### config.mk
export PLATFORM = sky130hd
export DESIGN_NAME = otter_mem_access_unit
export DESIGN_NICKNAME = d
export VERILOG_FILES = /design/src/rtl/otter_pkg.sv /design/src/rtl/otter_load_extend.sv /design/src/rtl/otter_mem_access_unit.sv
export SDC_FILE = /design/constraint.sdc
export NUM_CORES = 1
export LEC_CHECK = 0
export CORE_ASPECT_RATIO = 2
export CORE_MARGIN = 1.5
export CORE_UTILIZATION = 41
export CTS_BUF_LIST = sky130_fd_sc_hd__clkbuf_8 sky130_fd_sc_hd__clkbuf_16
export DETAILED_ROUTE_END_ITERATION = 8
export HOLD_SLACK_MARGIN = 0.06
export MAX_ROUTING_LAYER = met4
export PLACE_DENSITY_LB_ADDON = 0.3
export SYNTH_ARGS = -nofsm -noshare
export SYNTH_HDL_FRONTEND = slang
export SYNTH_HIERARCHICAL = 1
export SYNTH_SLANG_ARGS = --single-unit
### constraint.sdc
create_clock -name CLK -period 5.5 [get_ports CLK]
set_input_delay 0.825 -clock CLK [delete_from_list [all_inputs] [get_ports CLK]]
set_output_delay 0.825 -clock CLK [all_outputs]
set_load 0.005 [all_outputs]
### src/rtl/otter_pkg.sv
// Shared types, state encodings and store-lane helpers for the OTTER MEM-stage load/store unit.
package otter_pkg;

  typedef enum logic [2:0] {
    LS_B  = 3'b000,
    LS_H  = 3'b001,
    LS_W  = 3'b010,
    LS_BU = 3'b100,
    LS_HU = 3'b101
  } mem_type_t;

  typedef logic [2:0] lsu_state_t;

  localparam lsu_state_t LSU_IDLE     = 3'd0;
  localparam lsu_state_t LSU_ISSUE    = 3'd1;
  localparam lsu_state_t LSU_WAIT_RSP = 3'd2;
  localparam lsu_state_t LSU_IO       = 3'd3;
  localparam lsu_state_t LSU_DONE     = 3'd4;

  localparam logic [31:0] IO_BASE_DEFAULT = 32'h1100_0000;

  // Unused funct3 encodings count as misaligned so they are suppressed the same way.
  function automatic logic type_misaligned(input logic [2:0] t, input logic [1:0] off);
    case (t)
      LS_B, LS_BU: return 1'b0;
      LS_H, LS_HU: return off[0];
      LS_W:        return off != 2'b00;
      default:     return 1'b1;
    endcase
  endfunction

  function automatic logic [3:0] lane_be(input logic [2:0] t, input logic [1:0] off);
    case (t)
      LS_B, LS_BU: return 4'b0001 << off;
      LS_H, LS_HU: return 4'b0011 << {off[1], 1'b0};
      default:     return 4'hF;
    endcase
  endfunction

  function automatic logic [31:0] lane_wdata(input logic [2:0] t, input logic [31:0] d);
    case (t)
      LS_B, LS_BU: return {4{d[7:0]}};
      LS_H, LS_HU: return {2{d[15:0]}};
      default:     return d;
    endcase
  endfunction

endpackage

### src/rtl/otter_load_extend.sv
// Selects the addressed byte/halfword of a read word and sign- or zero-extends it to 32 bits.
module otter_load_extend
  import otter_pkg::*;
(
  input  logic [31:0] word_i,
  input  logic [1:0]  off_i,
  input  logic [2:0]  type_i,
  output logic [31:0] data_o
);

  logic [7:0]  byte_v;
  logic [15:0] half_v;

  always_comb begin
    byte_v = word_i[7:0];
    case (off_i)
      2'd1:    byte_v = word_i[15:8];
      2'd2:    byte_v = word_i[23:16];
      2'd3:    byte_v = word_i[31:24];
      default: byte_v = word_i[7:0];
    endcase
    half_v = off_i[1] ? word_i[31:16] : word_i[15:0];

    case (type_i)
      LS_B:    data_o = {{24{byte_v[7]}}, byte_v};
      LS_BU:   data_o = {24'b0, byte_v};
      LS_H:    data_o = {{16{half_v[15]}}, half_v};
      LS_HU:   data_o = {16'b0, half_v};
      default: data_o = word_i;
    endcase
  end

endmodule

### src/rtl/otter_mem_access_unit.sv
// MEM-stage load/store unit: turns EX/MEM requests into req/gnt/rvalid memory or one-cycle IOBUS
// accesses, stalls the pipe while outstanding, and returns extended load data to WB.
module otter_mem_access_unit
  import otter_pkg::*;
#(
  parameter logic [31:0] IO_BASE  = IO_BASE_DEFAULT,
  parameter int unsigned MAX_WAIT = 16
) (
  input  logic        CLK,
  input  logic        RESET,
  input  logic        req_valid,
  input  logic        req_read,
  input  logic        req_write,
  input  logic [2:0]  req_type,
  input  logic [31:0] req_addr,
  input  logic [31:0] req_wdata,
  output logic        stall_m,
  output logic [31:0] load_data,
  output logic        load_valid,
  output logic        misalign_err,
  output logic        bus_err,
  output logic        mem_req,
  output logic        mem_we,
  output logic [3:0]  mem_be,
  output logic [31:0] mem_addr,
  output logic [31:0] mem_wdata,
  input  logic        mem_gnt,
  input  logic        mem_rvalid,
  input  logic [31:0] mem_rdata,
  input  logic [31:0] IOBUS_IN,
  output logic [31:0] IOBUS_OUT,
  output logic [31:0] IOBUS_ADDR,
  output logic        IOBUS_WR
);

  localparam int CNT_W = $clog2(MAX_WAIT + 1);
  localparam logic [CNT_W-1:0] CNT_LAST = CNT_W'(MAX_WAIT - 1);

  lsu_state_t        state_q, state_d;
  logic [CNT_W-1:0]  cnt_q, cnt_d;
  logic [1:0]        off_q, off_d;
  logic [2:0]        type_q, type_d;
  logic              rd_q, rd_d;
  logic              abort_q, abort_d;
  logic              mem_req_q, mem_req_d;
  logic              mem_we_q, mem_we_d;
  logic [3:0]        mem_be_q, mem_be_d;
  logic [31:0]       mem_addr_q, mem_addr_d;
  logic [31:0]       mem_wdata_q, mem_wdata_d;
  logic [31:0]       io_addr_q, io_addr_d;
  logic [31:0]       io_out_q, io_out_d;
  logic              io_wr_q, io_wr_d;
  logic [31:0]       load_data_q, load_data_d;
  logic              load_valid_q, load_valid_d;
  logic              bus_err_q, bus_err_d;

  logic              access;
  logic              misaligned;
  logic [31:0]       rd_src;
  logic [31:0]       rd_ext;

  assign access     = req_valid & (req_read | req_write);
  assign misaligned = type_misaligned(req_type, req_addr[1:0]);

  // Reset gates the combinational outputs so a mid-transaction reset releases the pipe at once.
  assign stall_m      = ~RESET & access & (state_q != LSU_DONE) & ~misaligned;
  assign misalign_err = ~RESET & access & misaligned & (state_q == LSU_IDLE);

  assign rd_src = (state_q == LSU_IO) ? IOBUS_IN : mem_rdata;

  otter_load_extend u_extend (
    .word_i (rd_src),
    .off_i  (off_q),
    .type_i (type_q),
    .data_o (rd_ext)
  );

  always_comb begin
    state_d      = state_q;
    cnt_d        = cnt_q;
    off_d        = off_q;
    type_d       = type_q;
    rd_d         = rd_q;
    abort_d      = abort_q;
    mem_req_d    = mem_req_q;
    mem_we_d     = mem_we_q;
    mem_be_d     = mem_be_q;
    mem_addr_d   = mem_addr_q;
    mem_wdata_d  = mem_wdata_q;
    io_addr_d    = io_addr_q;
    io_out_d     = io_out_q;
    io_wr_d      = 1'b0;
    load_data_d  = load_data_q;
    load_valid_d = 1'b0;
    bus_err_d    = 1'b0;

    case (state_q)
      LSU_IDLE: begin
        if (access && !misaligned) begin
          off_d   = req_addr[1:0];
          type_d  = req_type;
          rd_d    = ~req_write;
          abort_d = 1'b0;
          if (req_addr >= IO_BASE) begin
            state_d   = LSU_IO;
            io_addr_d = req_addr;
            io_out_d  = req_wdata;
            io_wr_d   = req_write;
          end else begin
            state_d     = LSU_ISSUE;
            cnt_d       = '0;
            mem_req_d   = 1'b1;
            mem_we_d    = req_write;
            mem_be_d    = lane_be(req_type, req_addr[1:0]);
            mem_addr_d  = {req_addr[31:2], 2'b00};
            mem_wdata_d = lane_wdata(req_type, req_wdata);
          end
        end
      end

      LSU_ISSUE: begin
        abort_d = abort_q | ~req_valid;
        if (mem_gnt) begin
          mem_req_d = 1'b0;
          mem_we_d  = 1'b0;
          if (rd_q) begin
            state_d = LSU_WAIT_RSP;
            cnt_d   = '0;
          end else begin
            state_d = LSU_DONE;
          end
        end else if (cnt_q == CNT_LAST) begin
          mem_req_d    = 1'b0;
          mem_we_d     = 1'b0;
          bus_err_d    = 1'b1;
          load_data_d  = '0;
          load_valid_d = rd_q & ~abort_d;
          state_d      = LSU_DONE;
        end else begin
          cnt_d = cnt_q + 1'b1;
        end
      end

      LSU_WAIT_RSP: begin
        abort_d = abort_q | ~req_valid;
        if (mem_rvalid) begin
          load_data_d  = rd_ext;
          load_valid_d = ~abort_d;
          state_d      = LSU_DONE;
        end else if (cnt_q == CNT_LAST) begin
          bus_err_d    = 1'b1;
          load_data_d  = '0;
          load_valid_d = ~abort_d;
          state_d      = LSU_DONE;
        end else begin
          cnt_d = cnt_q + 1'b1;
        end
      end

      LSU_IO: begin
        abort_d = abort_q | ~req_valid;
        if (rd_q) begin
          load_data_d  = rd_ext;
          load_valid_d = ~abort_d;
        end
        state_d = LSU_DONE;
      end

      LSU_DONE: state_d = LSU_IDLE;

      default: state_d = LSU_IDLE;
    endcase
  end

  always_ff @(posedge CLK or posedge RESET) begin
    if (RESET) begin
      state_q      <= LSU_IDLE;
      cnt_q        <= '0;
      off_q        <= '0;
      type_q       <= '0;
      rd_q         <= 1'b0;
      abort_q      <= 1'b0;
      mem_req_q    <= 1'b0;
      mem_we_q     <= 1'b0;
      mem_be_q     <= '0;
      mem_addr_q   <= '0;
      mem_wdata_q  <= '0;
      io_addr_q    <= '0;
      io_out_q     <= '0;
      io_wr_q      <= 1'b0;
      load_data_q  <= '0;
      load_valid_q <= 1'b0;
      bus_err_q    <= 1'b0;
    end else begin
      state_q      <= state_d;
      cnt_q        <= cnt_d;
      off_q        <= off_d;
      type_q       <= type_d;
      rd_q         <= rd_d;
      abort_q      <= abort_d;
      mem_req_q    <= mem_req_d;
      mem_we_q     <= mem_we_d;
      mem_be_q     <= mem_be_d;
      mem_addr_q   <= mem_addr_d;
      mem_wdata_q  <= mem_wdata_d;
      io_addr_q    <= io_addr_d;
      io_out_q     <= io_out_d;
      io_wr_q      <= io_wr_d;
      load_data_q  <= load_data_d;
      load_valid_q <= load_valid_d;
      bus_err_q    <= bus_err_d;
    end
  end

  assign mem_req    = mem_req_q;
  assign mem_we     = mem_we_q;
  assign mem_be     = mem_be_q;
  assign mem_addr   = mem_addr_q;
  assign mem_wdata  = mem_wdata_q;
  assign IOBUS_ADDR = io_addr_q;
  assign IOBUS_OUT  = io_out_q;
  assign IOBUS_WR   = io_wr_q;
  assign load_data  = load_data_q;
  assign load_valid = load_valid_q;
  assign bus_err    = bus_err_q;

endmodule

# Yosys cells after proc, flatten, opt, wreduce, memory -nomap -nowiden
# Index checks and enable logic that the tools add are counted.
[word_totals] output_inout_bits=171 regBits=182 word_cells=127
[classes] addsub=1 magnitude_cmp=1 shift=2 bitwise_logic=15 muxes=49 eq_ne=22 reduce_logical=20
[op_table] operator="$mux W32" count=5
[op_table] operator="$pmux W32 S4" count=1
[op_table] operator="$pmux W32 S3" count=1
[op_table] operator="$pmux W32 S2" count=1
[op_table] operator="$ge A32 B29 Y1 const B" count=1
[op_table] operator="$mux W5" count=6
[op_table] operator="$pmux W8 S3" count=1
[op_table] operator="$mux W1" count=18
[op_table] operator="$mux W16" count=1
[op_table] operator="$mux W3" count=5
[op_table] operator="$pmux W5 S3" count=1
[op_table] operator="$eq A3 B3 Y1 const B" count=4
[op_table] operator="$pmux W3 S4" count=1
[op_table] operator="$eq A3 B1 Y1 const B" count=3
[op_table] operator="$eq A3 B2 Y1 const B" count=3
[op_table] operator="$logic_not A3 Y1" count=3
[op_table] operator="$ne A3 B3 Y1 const B" count=3
[op_table] operator="$reduce_and A3 Y1" count=3
[op_table] operator="$ne A2 B2 Y1 const B" count=4
[op_table] operator="$pmux W1 S2" count=4
[op_table] operator="$pmux W4 S2" count=1
[op_table] operator="$and A1 B1 Y1" count=7
[op_table] operator="$not A1 Y1" count=6
[op_table] operator="$pmux W1 S3" count=2
[op_table] operator="18 further kinds" count=25

# Logic depth before layout (Yosys ltp)
[logic_depth] depth_word=7 depth_mapped=10

# By module
# The synthesis kept the hierarchy.
[modules_own_cells] module="otter_mem_access_unit" instances=1 area_each_um2=8023.9 cells_each=566
[modules_own_cells] module="otter_load_extend" instances=1 area_each_um2=668.1 cells_each=111

# Least setup slack after synthesis
# No wires, ideal clock.
[synth_path] path_kind="in2out" startpoint="input port RESET" endpoint="output port misalign_err" required_time_ns=4.675 arrival_time_ns=5.119 path_slack_ns=-0.444 cell_stages=3 cell_sequence="inv_1 nand3_1 nor3_1"
[synth_between] elab_chain_len=4
[synth_rtl] item="start: declaration" line="otter_mem_access_unit.sv:10" text="input logic RESET,"
[synth_rtl] item="$not A1 Y1" line="otter_mem_access_unit.sv:67" text="assign misalign_err = ~RESET & access & misaligned & (state_q == LSU_IDLE);"
[synth_rtl] item="$and A1 B1 Y1 (3 in series)" line="otter_mem_access_unit.sv:67"
[synth_rtl] item="end: declaration" line="otter_mem_access_unit.sv:20" text="output logic misalign_err,"
# Every way passes these cells.

# Worst setup path after layout
[layout_path] startpoint="input port req_type[0]" endpoint="output port stall_m"
[layout_between] elab_chain_len=5 word_cells_on_any_way=10 cone_classes="4 x eq/ne; 1 x mux; 2 x bitwise; 3 x reduce/logical"
[layout_rtl] item="start: declaration" line="otter_mem_access_unit.sv:14" text="input logic [2:0] req_type,"
[layout_rtl] item="$eq A3 B1 Y1, or another cell as far along" line="otter_pkg.sv:24" text="case (t)"
[layout_rtl] item="$reduce_or A2 Y1" line="otter_pkg.sv:24"
[layout_rtl] item="$pmux W1 S3 *" line="otter_pkg.sv:24"
[layout_rtl] item="$not A1 Y1 *" line="otter_mem_access_unit.sv:66" text="assign stall_m = ~RESET & access & (state_q != LSU_DONE) & ~misaligned;"
[layout_rtl] item="$and A1 B1 Y1 *" line="otter_mem_access_unit.sv:66"
[layout_rtl] item="end: declaration" line="otter_mem_access_unit.sv:17" text="output logic stall_m,"
# Mark *: on every way between the ends. The rest lies on a longest branch, timed or not.

==> summary.txt <==
Power and ir drop
  • Switching part of the total power: 31.5%
  • Cell Pwr Density: 486 mW/mm^2
  • Fraction of power consumed by combinational cells: 42.8%
  • Max VDD drop: 0.000382 V
  • Sequential share of power: 36.4%
  • Net switching power: 1.93 mW
  • Internal power contribution: 4.18 mW
  • Leakage power summed over all cells: 5.72 nW
  • Clock network power share: 20.8%

Critical path
  • Data arrival at the endpoint of the critical path: 3030 ps
  • Type of the worst setup path: primary input to output pin
  • Logic depth of the worst register-to-register path: 7
  • Reg-to-Reg Start: state_q[2]
  • Element type at the critical path end: output pin
  • Slowest cell on the critical path: clkdlybuf4s50_1
  • CP max stage delay: 580 ps
  • Worst EP required: 4680 ps
  • CP most frequent cell: clkdlybuf4s50_1
  • Critical-path cell list: clkdlybuf4s50_1 -> buf_4 -> nor4_2 -> o21ai_0 -> a211oi_1 -> clkdlybuf4s50_1
  • Max FO, Critical Path: 15
  • Critical R2R Capture: load_data[8]
  • Worst path buffer plus inverter count: 3
  • Reg-to-reg setup timing slack: 2430 ps
  • Top delay family on crit path: buffers and inverters
  • Critical Path Start Type: primary input

Global route
  • Vias in the first global route: 7132
  • Antenna violations before repair: 0
  • Total track usage: 24.9%
  • Largest net degree at the start of global routing: 183
  • Overflow after GRT: 0
  • Wire length of the first global-routing pass: 40.4 mm

Logic synthesis
  • Post-synthesis area per instance: 12.8 um^2
  • Most instantiated flip-flop cell in the synthesis netlist: dfrtp_1
  • Fraction of registers with async set or reset after synthesis: 100%
  • Count of different cell masters after synthesis: 56
  • Ys Warns: 6
  • Proportion of synthesized chip area in sequential cells: 52.4%
  • Post-Synthesis Cells: 677
  • Number of enable flip-flop cells after synthesis: 0
  • Count of state elements after synthesis: 182
  • Post-synth design cell area: 0.00869 mm^2

Clocking
  • Num CTS Buffers: 17
  • Bufs on Longest Clock Path: 2
  • Clock input transition at the sequential cells of the worst setup and hold paths: 70 ps
  • Clock latency on the worst-skew pair: 440 ps
  • TritonCTS clock tree: built
  • Deepest level of the CTS H-tree: 4
  • CTS Sinks: 182
  • Post-CTS setup-driven buffer insertion count: 0
  • Cts repair resizes: 0
  • Root Buffer Master: clkbuf_16
  • CTS hold repair buffers: 0

Route
  • Detailed-route wire length per cell: 21.0 um
  • Total detailed-routing wirelength: 26.2 mm
  • Drt first-iter violations: 297
  • DR vias: 6690
  • Detailed-route DRC error count: 0
  • Detail Route Antenna Nets: 0
  • Routed via count divided by cell count: 5.36
  • TritonRoute pass-1 iters: 4

Timing
  • Measured slew at the worst slew-check pin: 1100 ps
  • Setup total negative slack: 0 ps
  • Largest clock skew in the final design: 6.50 ps
  • Final clock period utilization by the worst path: 70.1%
  • Setup repair after global routing missed its margin: false
  • Endpoints failing setup: 0
  • Final-report max-slew violation count: 0
  • Max-slew headroom: 26.7%
  • Number of endpoints with negative hold slack in the final report: 0
  • Time the worst path needs with I/O delays and setup: 3860 ps
  • Maximum clock frequency: 259 MHz

Run status
  • Run status: finished, final reports clean

Die
  • Area inside the core boundary: 0.0209 mm^2
  • Total Die Area: 0.0221 mm^2
  • Count of standard-cell rows: 75
  • Die Ht: 209 um
  • Boundary Pins: 309
  • Starting utilization of the core area: 41.5%
  • Chip width: 106 um

Hold path
  • Endpoint, Worst Hold: load_valid
  • Number of cells on the worst hold path: 1
  • Worst hold path startpoint: abort_q
  • Path class of the lowest-slack min-delay path: register to register

Cells and area
  • Area Growth Syn to Fin: 44.5%
  • Final non-filler cell area: 0.0126 mm^2
  • # diodes: 0
  • Fraction of layout instances using a drive strength above 1: 20.2%
  • Highest-count cells in the layout ignoring fill and taps: clkdlybuf4s50_1 (306), dfrtp_1 (182), mux2_2 (96)
  • Final #Nets: 1105
  • Most common library cell in the layout ignoring fill and taps: clkdlybuf4s50_1

Run
  • Max-cap viol count: 0

Place
  • Area of placed instances: 0.0120 mm^2
  • Final estimated routing congestion in global placement: 0.876
  • HPWL reported at the end of detailed placement: 19.2 mm
  • IO buf count: 306
==> area by class of cell <==
class	count	area, um^2
fillers	1678	8370
clock buffers	18	439
flip-flops and latches	182	4550
clock inverters	13	161
repair buffers	317	3170
well taps	269	337
inverters	6	26.3
multi-input cells	442	3870
==> stage by stage <==
step	instances	util, %	setup WS (ps)	hold slack, ps	power, mW
global route	1247	60.0	1460	469	6.43
global placement	1216	57.1	1730	422	4.82
floorplan	678	-	971	408	3.43
detailed placement	1216	57.1	1710	439	4.85
finish	1247	60.0	1640	450	6.11
CTS	1247	60.0	1630	453	6.16
==> cell usage after synthesis, drive strengths merged (9+ instances only) <==
cell	n	area (um^2)
a31oi	20	125
mux2	161	2000
nand2	50	188
nor2	16	62.6
a21o	17	128
a21oi	13	65.1
a22o	32	280
dfrtp	182	4550
buf	24	180
nand2b	9	56.3
clkbuf	24	90.1
mux2i	18	180
o21ai	25	125
==> how the worst max path moves through the flow <==
| stage | from | endpoint | slack [ps] | cells after the start |
|---|---|---|---|---|
| floorplan | RESET | misalign_err | 970 | 3 |
| global placement | req_type[0] | stall_m | 1730 | 6 |
| detailed placement | req_type[0] | stall_m | 1710 | 6 |
| CTS | req_type[0] | stall_m | 1630 | 6 |
| global route | req_type[0] | stall_m | 1460 | 6 |
| finish | req_type[0] | stall_m | 1640 | 6 |
==> sequential cells by signal, indices dropped and copies added, names as in the netlist <==
register    count
IOBUS_ADDR     32
IOBUS_OUT      32
load_data      32
mem_wdata      32
mem_addr       30
cnt_q           5
mem_be          4
state_q         3
type_q          3
off_q           2
IOBUS_WR        1
abort_q         1
bus_err         1
load_valid      1
mem_req         1
mem_we          1
rd_q            1
==> power by group through the flow <==
| stage | registers, mW | logic, mW | clock network [mW] |
|---|---|---|---|
| 6_report | 2.22 | 2.61 | 1.27 |
| 5_1_grt | 2.29 | 2.79 | 1.34 |
| 4_1_cts | 2.22 | 2.63 | 1.30 |
| 3_5_place_dp | 2.23 | 2.62 | 0 |
| 3_3_place_gp | 2.22 | 2.59 | 0 |
| 2_1_floorplan | 2.18 | 1.25 | 0 |
==> layer usage <==
layer	part of all wire, %	vias up	track usage (%)
met1	35	3299	25.3
met3	6.7	43	6.08
met4	3.5	0	10.6
li1	-	3051	-
met5	0	-	-
met2	54	297	44.8
==> cells by family after synthesis <==
kind of cell | Yosys count | share of synthesized area [%]
mux | 180 | 25.3
simple gates | 113 | 6.54
other cells | 1 | 0.0431
buf+inv | 54 | 3.37
flops | 182 | 52.4
fa+ha+maj | 1 | 0.144
compound gates | 146 | 12.2
==> worst reg2reg max path: cells and delay by family, from the launching register on <==
| family | cells | cell delay [ps] |
|---|---|---|
| muxes | 2 | 940 |
| buffers and inverters | 1 | 380 |
| AOI/OAI and AO/OA | 2 | 570 |
| DFF | 1 | 590 |
| and+or+nand+nor | 2 | 470 |
(Power assumes the default switching activity.)
